--- config.mk ---
export PLATFORM = sky130hd
export DESIGN_NAME = mips_memory_arbiter
export DESIGN_NICKNAME = d
export VERILOG_FILES = /design/src/rtl/mips_memory_arbiter.sv
export SDC_FILE = /design/constraint.sdc
export NUM_CORES = 1
export LEC_CHECK = 0
export BUFFER_PORTS_ARGS = -buffer_cell sky130_fd_sc_hd__buf_2
export CAP_MARGIN = 40
export CORE_UTILIZATION = 41
export DETAILED_ROUTE_END_ITERATION = 10
export PLACE_DENSITY_LB_ADDON = 0.05
export SYNTH_ARGS = -nofsm -noshare
export SYNTH_HDL_FRONTEND = slang
export SYNTH_SLANG_ARGS = --single-unit
--- constraint.sdc ---
create_clock -name clock -period 10.3 [get_ports clock]
set_input_delay 2.06 -clock clock [delete_from_list [all_inputs] [get_ports clock]]
set_output_delay 2.06 -clock clock [all_outputs]
set_load 0.02 [all_outputs]
--- src/rtl/mips_memory_arbiter.sv ---
// mips_memory_arbiter
// Shares one single-ported, word-wide memory between instruction fetch and
// the load/store stage. One held-level request is granted at a time. The
// granted request is latched, the memory is driven for LATENCY cycles, and
// a one-cycle done pulse returns aligned, zero-extended read data.
//
// Ports
//   clock, reset                 rising-edge clock, async active-high reset
//   fetchReq/fetchAddr           fetch request level and word address
//   fetchDone/fetchData          fetch completion pulse and instruction word
//   dataReq/dataWriteEnable      data request level, 1 = store
//   dataByteEnable               00 none, 01 byte, 10 half, 11 word
//   dataAddr/dataWriteData       data byte address, right-justified store data
//   dataDone/dataReadData        data completion pulse and load data
//   dataMisaligned               qualifies dataDone: access was skipped
//   memEnable/memWrite           memory strobes
//   memLaneMask/memAddr          byte lanes and word address
//   memWriteData/memReadData     lane-replicated store data, read word
module mips_memory_arbiter #(
  parameter int ADDR_WIDTH = 32,
  parameter int LATENCY    = 2
) (
  input  logic                  clock,
  input  logic                  reset,
  input  logic                  fetchReq,
  input  logic [ADDR_WIDTH-1:0] fetchAddr,
  output logic                  fetchDone,
  output logic [31:0]           fetchData,
  input  logic                  dataReq,
  input  logic                  dataWriteEnable,
  input  logic [1:0]            dataByteEnable,
  input  logic [ADDR_WIDTH-1:0] dataAddr,
  input  logic [31:0]           dataWriteData,
  output logic                  dataDone,
  output logic [31:0]           dataReadData,
  output logic                  dataMisaligned,
  output logic                  memEnable,
  output logic                  memWrite,
  output logic [3:0]            memLaneMask,
  output logic [ADDR_WIDTH-1:0] memAddr,
  output logic [31:0]           memWriteData,
  input  logic [31:0]           memReadData
);

  localparam int CW = (LATENCY > 1) ? $clog2(LATENCY) : 1;

  typedef enum logic [1:0] {IDLE, ACCESS, RESPOND} state_t;

  typedef struct packed {
    logic                  is_data;
    logic                  wr;
    logic [1:0]            be;
    logic                  mis;
    logic                  skip;   // no memory access (none or misaligned)
    logic [ADDR_WIDTH-1:0] addr;
    logic [3:0]            mask;
    logic [31:0]           wdata;
  } req_t;

  state_t        state, state_nxt;
  req_t          req_q, req_nxt;
  logic [CW-1:0] cnt;
  logic [31:0]   rdata_q, rdata_ext;
  logic          last_grant;       // 0 = fetch, 1 = data
  logic          grant_data, grant_fetch;

  // Arbitration: a tie goes to whoever was not served last.
  assign grant_data  = dataReq && (!fetchReq || !last_grant);
  assign grant_fetch = fetchReq && !grant_data;

  // Build the request record that is latched on grant.
  always_comb begin
    req_nxt = '0;
    if (grant_data) begin
      req_nxt.is_data = 1'b1;
      req_nxt.be      = dataByteEnable;
      req_nxt.addr    = dataAddr;
      req_nxt.mis     = (dataByteEnable == 2'b10 && dataAddr[0]) ||
                        (dataByteEnable == 2'b11 && dataAddr[1:0] != 2'b00);
      req_nxt.skip    = (dataByteEnable == 2'b00) || req_nxt.mis;
      req_nxt.wr      = dataWriteEnable && !req_nxt.skip;
      case (dataByteEnable)
        2'b01: begin
          req_nxt.mask  = 4'b0001 << dataAddr[1:0];
          req_nxt.wdata = {4{dataWriteData[7:0]}};
        end
        2'b10: begin
          req_nxt.mask  = dataAddr[1] ? 4'b1100 : 4'b0011;
          req_nxt.wdata = {2{dataWriteData[15:0]}};
        end
        default: begin
          req_nxt.mask  = 4'b1111;
          req_nxt.wdata = dataWriteData;
        end
      endcase
    end else begin
      req_nxt.be   = 2'b11;
      req_nxt.addr = fetchAddr;
      req_nxt.mask = 4'b1111;
    end
  end

  // Right-justify and zero-extend the addressed lanes of the read word.
  always_comb begin
    rdata_ext = memReadData;
    case (req_q.be)
      2'b01:   rdata_ext = {24'b0, memReadData[{req_q.addr[1:0], 3'b000} +: 8]};
      2'b10:   rdata_ext = {16'b0, req_q.addr[1] ? memReadData[31:16] : memReadData[15:0]};
      default: rdata_ext = memReadData;
    endcase
  end

  // State register
  always_ff @(posedge clock or posedge reset) begin
    if (reset) state <= IDLE;
    else       state <= state_nxt;
  end

  // Next-state logic
  always_comb begin
    state_nxt = state;
    case (state)
      IDLE:    if (grant_data || grant_fetch)
                 state_nxt = req_nxt.skip ? RESPOND : ACCESS;
      ACCESS:  if (cnt == '0) state_nxt = RESPOND;
      RESPOND: state_nxt = IDLE;
      default: state_nxt = IDLE;
    endcase
  end

  // Request latch, latency counter, read capture, grant history
  always_ff @(posedge clock or posedge reset) begin
    if (reset) begin
      req_q      <= '0;
      cnt        <= '0;
      rdata_q    <= '0;
      last_grant <= 1'b0;
    end else begin
      case (state)
        IDLE: if (grant_data || grant_fetch) begin
          req_q   <= req_nxt;
          cnt     <= CW'(LATENCY - 1);
          rdata_q <= '0;
        end
        ACCESS: begin
          if (cnt == '0) rdata_q <= req_q.wr ? 32'b0 : rdata_ext;
          else           cnt     <= cnt - CW'(1);
        end
        RESPOND: last_grant <= req_q.is_data;
        default: ;
      endcase
    end
  end

  // Outputs decode from registered state so reset clears them at once.
  always_comb begin
    memEnable      = (state == ACCESS);
    memWrite       = memEnable && req_q.wr;
    memLaneMask    = memEnable ? req_q.mask : 4'b0;
    memAddr        = memEnable ? {req_q.addr[ADDR_WIDTH-1:2], 2'b00} : '0;
    memWriteData   = memWrite ? req_q.wdata : 32'b0;
    fetchDone      = (state == RESPOND) && !req_q.is_data;
    dataDone       = (state == RESPOND) && req_q.is_data;
    fetchData      = fetchDone ? rdata_q : 32'b0;
    dataReadData   = dataDone ? rdata_q : 32'b0;
    dataMisaligned = dataDone && req_q.mis;
  end

endmodule

==> reports/qor.csv <==
metric;value;unit
ys_seq_elements;109;
clk_latency;0.35;ns
holdWs;0.471;ns
fillers;1378;
grt_max_degree;61;
grt_pass1_wl;25900;um
fp.dieArea;0.0154;mm2
ys.flop_type;dfrtp_1;
clockRootBuffer;clkbuf_16;
critPathRequiredTime;8.24;ns
syn_area;0.00610;mm2
yosys_warnings;0;
first_global_vias;5097;
p_per_area;244;mW/mm2
reg2reg_slack;8.25;ns
worstHoldStart;req_q[60];
io_pins;272;
fin_crit_sh;41.1;%
netlist_instances;671;
max-slew-margin-rel;39.5;%
async_flop_share;100;%
crit_type;register to output pin;
nets;1050;
syn-mean-instance-area;9.10;um2
cts_sinks;109;
period_needed;4.24;ns
setup_violations;0;
via_count;5583;
drtIter0Drc;282;
met2_length;8260;um
start_util;42.0;%
io_buffers;269;
arrival;2.18;ns
r2r_start;req_q[70];
finClkSkew;0.0123;ns
slew_viol_final;0;
power.total;1.93;mW
yosysUniqueCellTypes;41;
yosysSeqAreaShare;44.7;%
top_layer_used;met4;
grt.overflow.total;0;
drt-vias-per-instance;5.08;
critPathLaunchType;register;
whs_path_depth;2;
finalHoldViolCount;0;
drive_above_1_share;34.0;%
antenna_found_initial;0;
cts_tree;built;
finalWirelength;17100;um
timing.fmax;236;MHz
setup_tns;0;ns
max-cap-violations;0;
clk_pin_slew;0.08;ns
reg2reg_to;rdata_q[28];
cts_max_level;3;
routabilityCongestion;0.827;
final_area;0.00791;mm2
rsz0062_at_grt;no;
num_rows;44;
wl_per_cell;15.5;um
die_w;124;um
post_cts_resized;0;
endpoint_kind;output pin;
cts_buffers;9;
syn2layout_area_growth;29.6;%
drt_first_pass_iters;4;
grt.total_usage;22.0;%
final_util;54.4;%
leakagePower;4.36;nW
status;complete, no violations;
place_area;0.00761;mm2
cts_setup_buffers;0;
coreArea;0.0145;mm2
post_cts_hold_buffer_count;0;
dieHeight;124;um
clock_path_buffers;2;
ir_drop;0.136;mV
critPathMaxFanout;33;
hpwl;12600;um
ant_nets;0;
multiInputGateArea;0.00309;mm2
tightest_slew;0.908;ns
wl_met1;7480;um
r2r_cells;5;
hold_path_class;register to register;
drc;0;
ff_latch_area;0.00273;mm2
synth-edff-count;0;
wl_met3;1070;um
min_to;req_q[60];
-- worst max path at each step --
stage	cells after the start	slack, ns	startpoint	end
2_1_floorplan	1	5.37	reset	cnt
3_3_place_gp	3	6.27	state[0]	memWriteData[5]
3_5_place_dp	4	6.40	state[0]	fetchData[18]
4_1_cts	4	6.03	state[0]	fetchData[18]
5_1_grt	4	5.89	state[0]	fetchData[28]
6_report	4	6.06	state[0]	fetchData[5]
-- layout make-up --
| cell class | count | share of cell area [%] |
|---|---|---|
| inverters | 11 | 0.554 |
| flip-flops and latches | 109 | 34.5 |
| multi-input cells | 498 | 39.1 |
| diodes | 1 | 0.0316 |
| well taps | 184 | 2.91 |
| repair buffers | 280 | 19.2 |
| clock buffers | 9 | 2.85 |
| clock inverters | 7 | 0.917 |
-- sequential cells by signal, indices dropped and copies added, names as in the netlist --
register,cells
req_q,73
rdata_q,32
state,2
cnt,1
last_grant,1
-- Yosys cell counts, types with 4 or more instances --
library cell | instances | area (um2)
a22o_1 | 25 | 219
nor2b_1 | 19 | 119
nand2_1 | 91 | 342
ha_1 | 6 | 75.1
clkbuf_1 | 19 | 71.3
buf_4 | 7 | 52.6
buf_2 | 20 | 100
o21ai_1 | 13 | 65.1
o221ai_1 | 8 | 70.1
a22oi_1 | 11 | 82.6
a31oi_1 | 17 | 106
and2_1 | 102 | 638
o21ai_0 | 56 | 280
dfrtp_1 | 109 | 2730
buf_6 | 4 | 45.0
a21o_1 | 4 | 30.0
nand2b_1 | 4 | 25.0
nor2_1 | 34 | 128
a21oi_1 | 10 | 50.1
mux2i_1 | 45 | 450
and3_1 | 32 | 200
inv_1 | 10 | 37.5
-- power breakdown --
group	total [mW]	leakage, nW	switching, mW	internal, mW
Sequential	0.747	1.40	0.132	0.615
Combinational	0.832	2.82	0.507	0.325
Clock	0.353	0.142	0.163	0.190
Total	1.93	4.36	0.802	1.13
-- stage by stage --
step                      instances  worst slack, ns
final                          1099             6.06
after global routing           1098             5.89
after CTS                      1098             6.03
after detailed placement       1082             6.40
after global placement         1076             6.27
after floorplan                 672             5.37
-- cells by family after synthesis --
kind of cell / synth area share (%)
compound gates: 16.5
fa+ha+maj: 1.23
buf+inv: 5.37
flops: 44.7
mux: 7.56
other cells: 0.0614
simple gates: 24.6
-- cell usage in the layout, fill, tap and decap left out, types with 3 or more instances in the layout --
master and count:
o221ai_1 8, nand2b_1 4, a22o_1 25, buf_4 5
nand2_1 91, a31oi_1 17, inv_1 9, buf_2 269
o21ai_1 13, and2_1 102, nor2_1 32, buf_16 3
a21o_1 4, o21ai_0 55, ha_1 6, a22oi_1 11
a21oi_1 10, dfrtp_1 109, mux2i_1 45, and3_1 32
clkbuf_16 9, nor2b_1 18
-- worst max-delay path, cell delays in order, from the launching register on --
cell	delay [ns]
dfrtp_1	0.47
nand2b_1	0.24
nor2_2	0.71
and2_1	0.23
buf_2	0.16
-- layer usage --
| layer | vias to the layer above | track usage (%) |
|---|---|---|
| met1 | 2627 | 29.2 |
| li1 | 2763 | - |
| met2 | 176 | 36.4 |
| met5 | - | 0 |
| met3 | 17 | 3.62 |
| met4 | 0 | 7.22 |
Note: power is estimated with default switching activity, not from simulation.
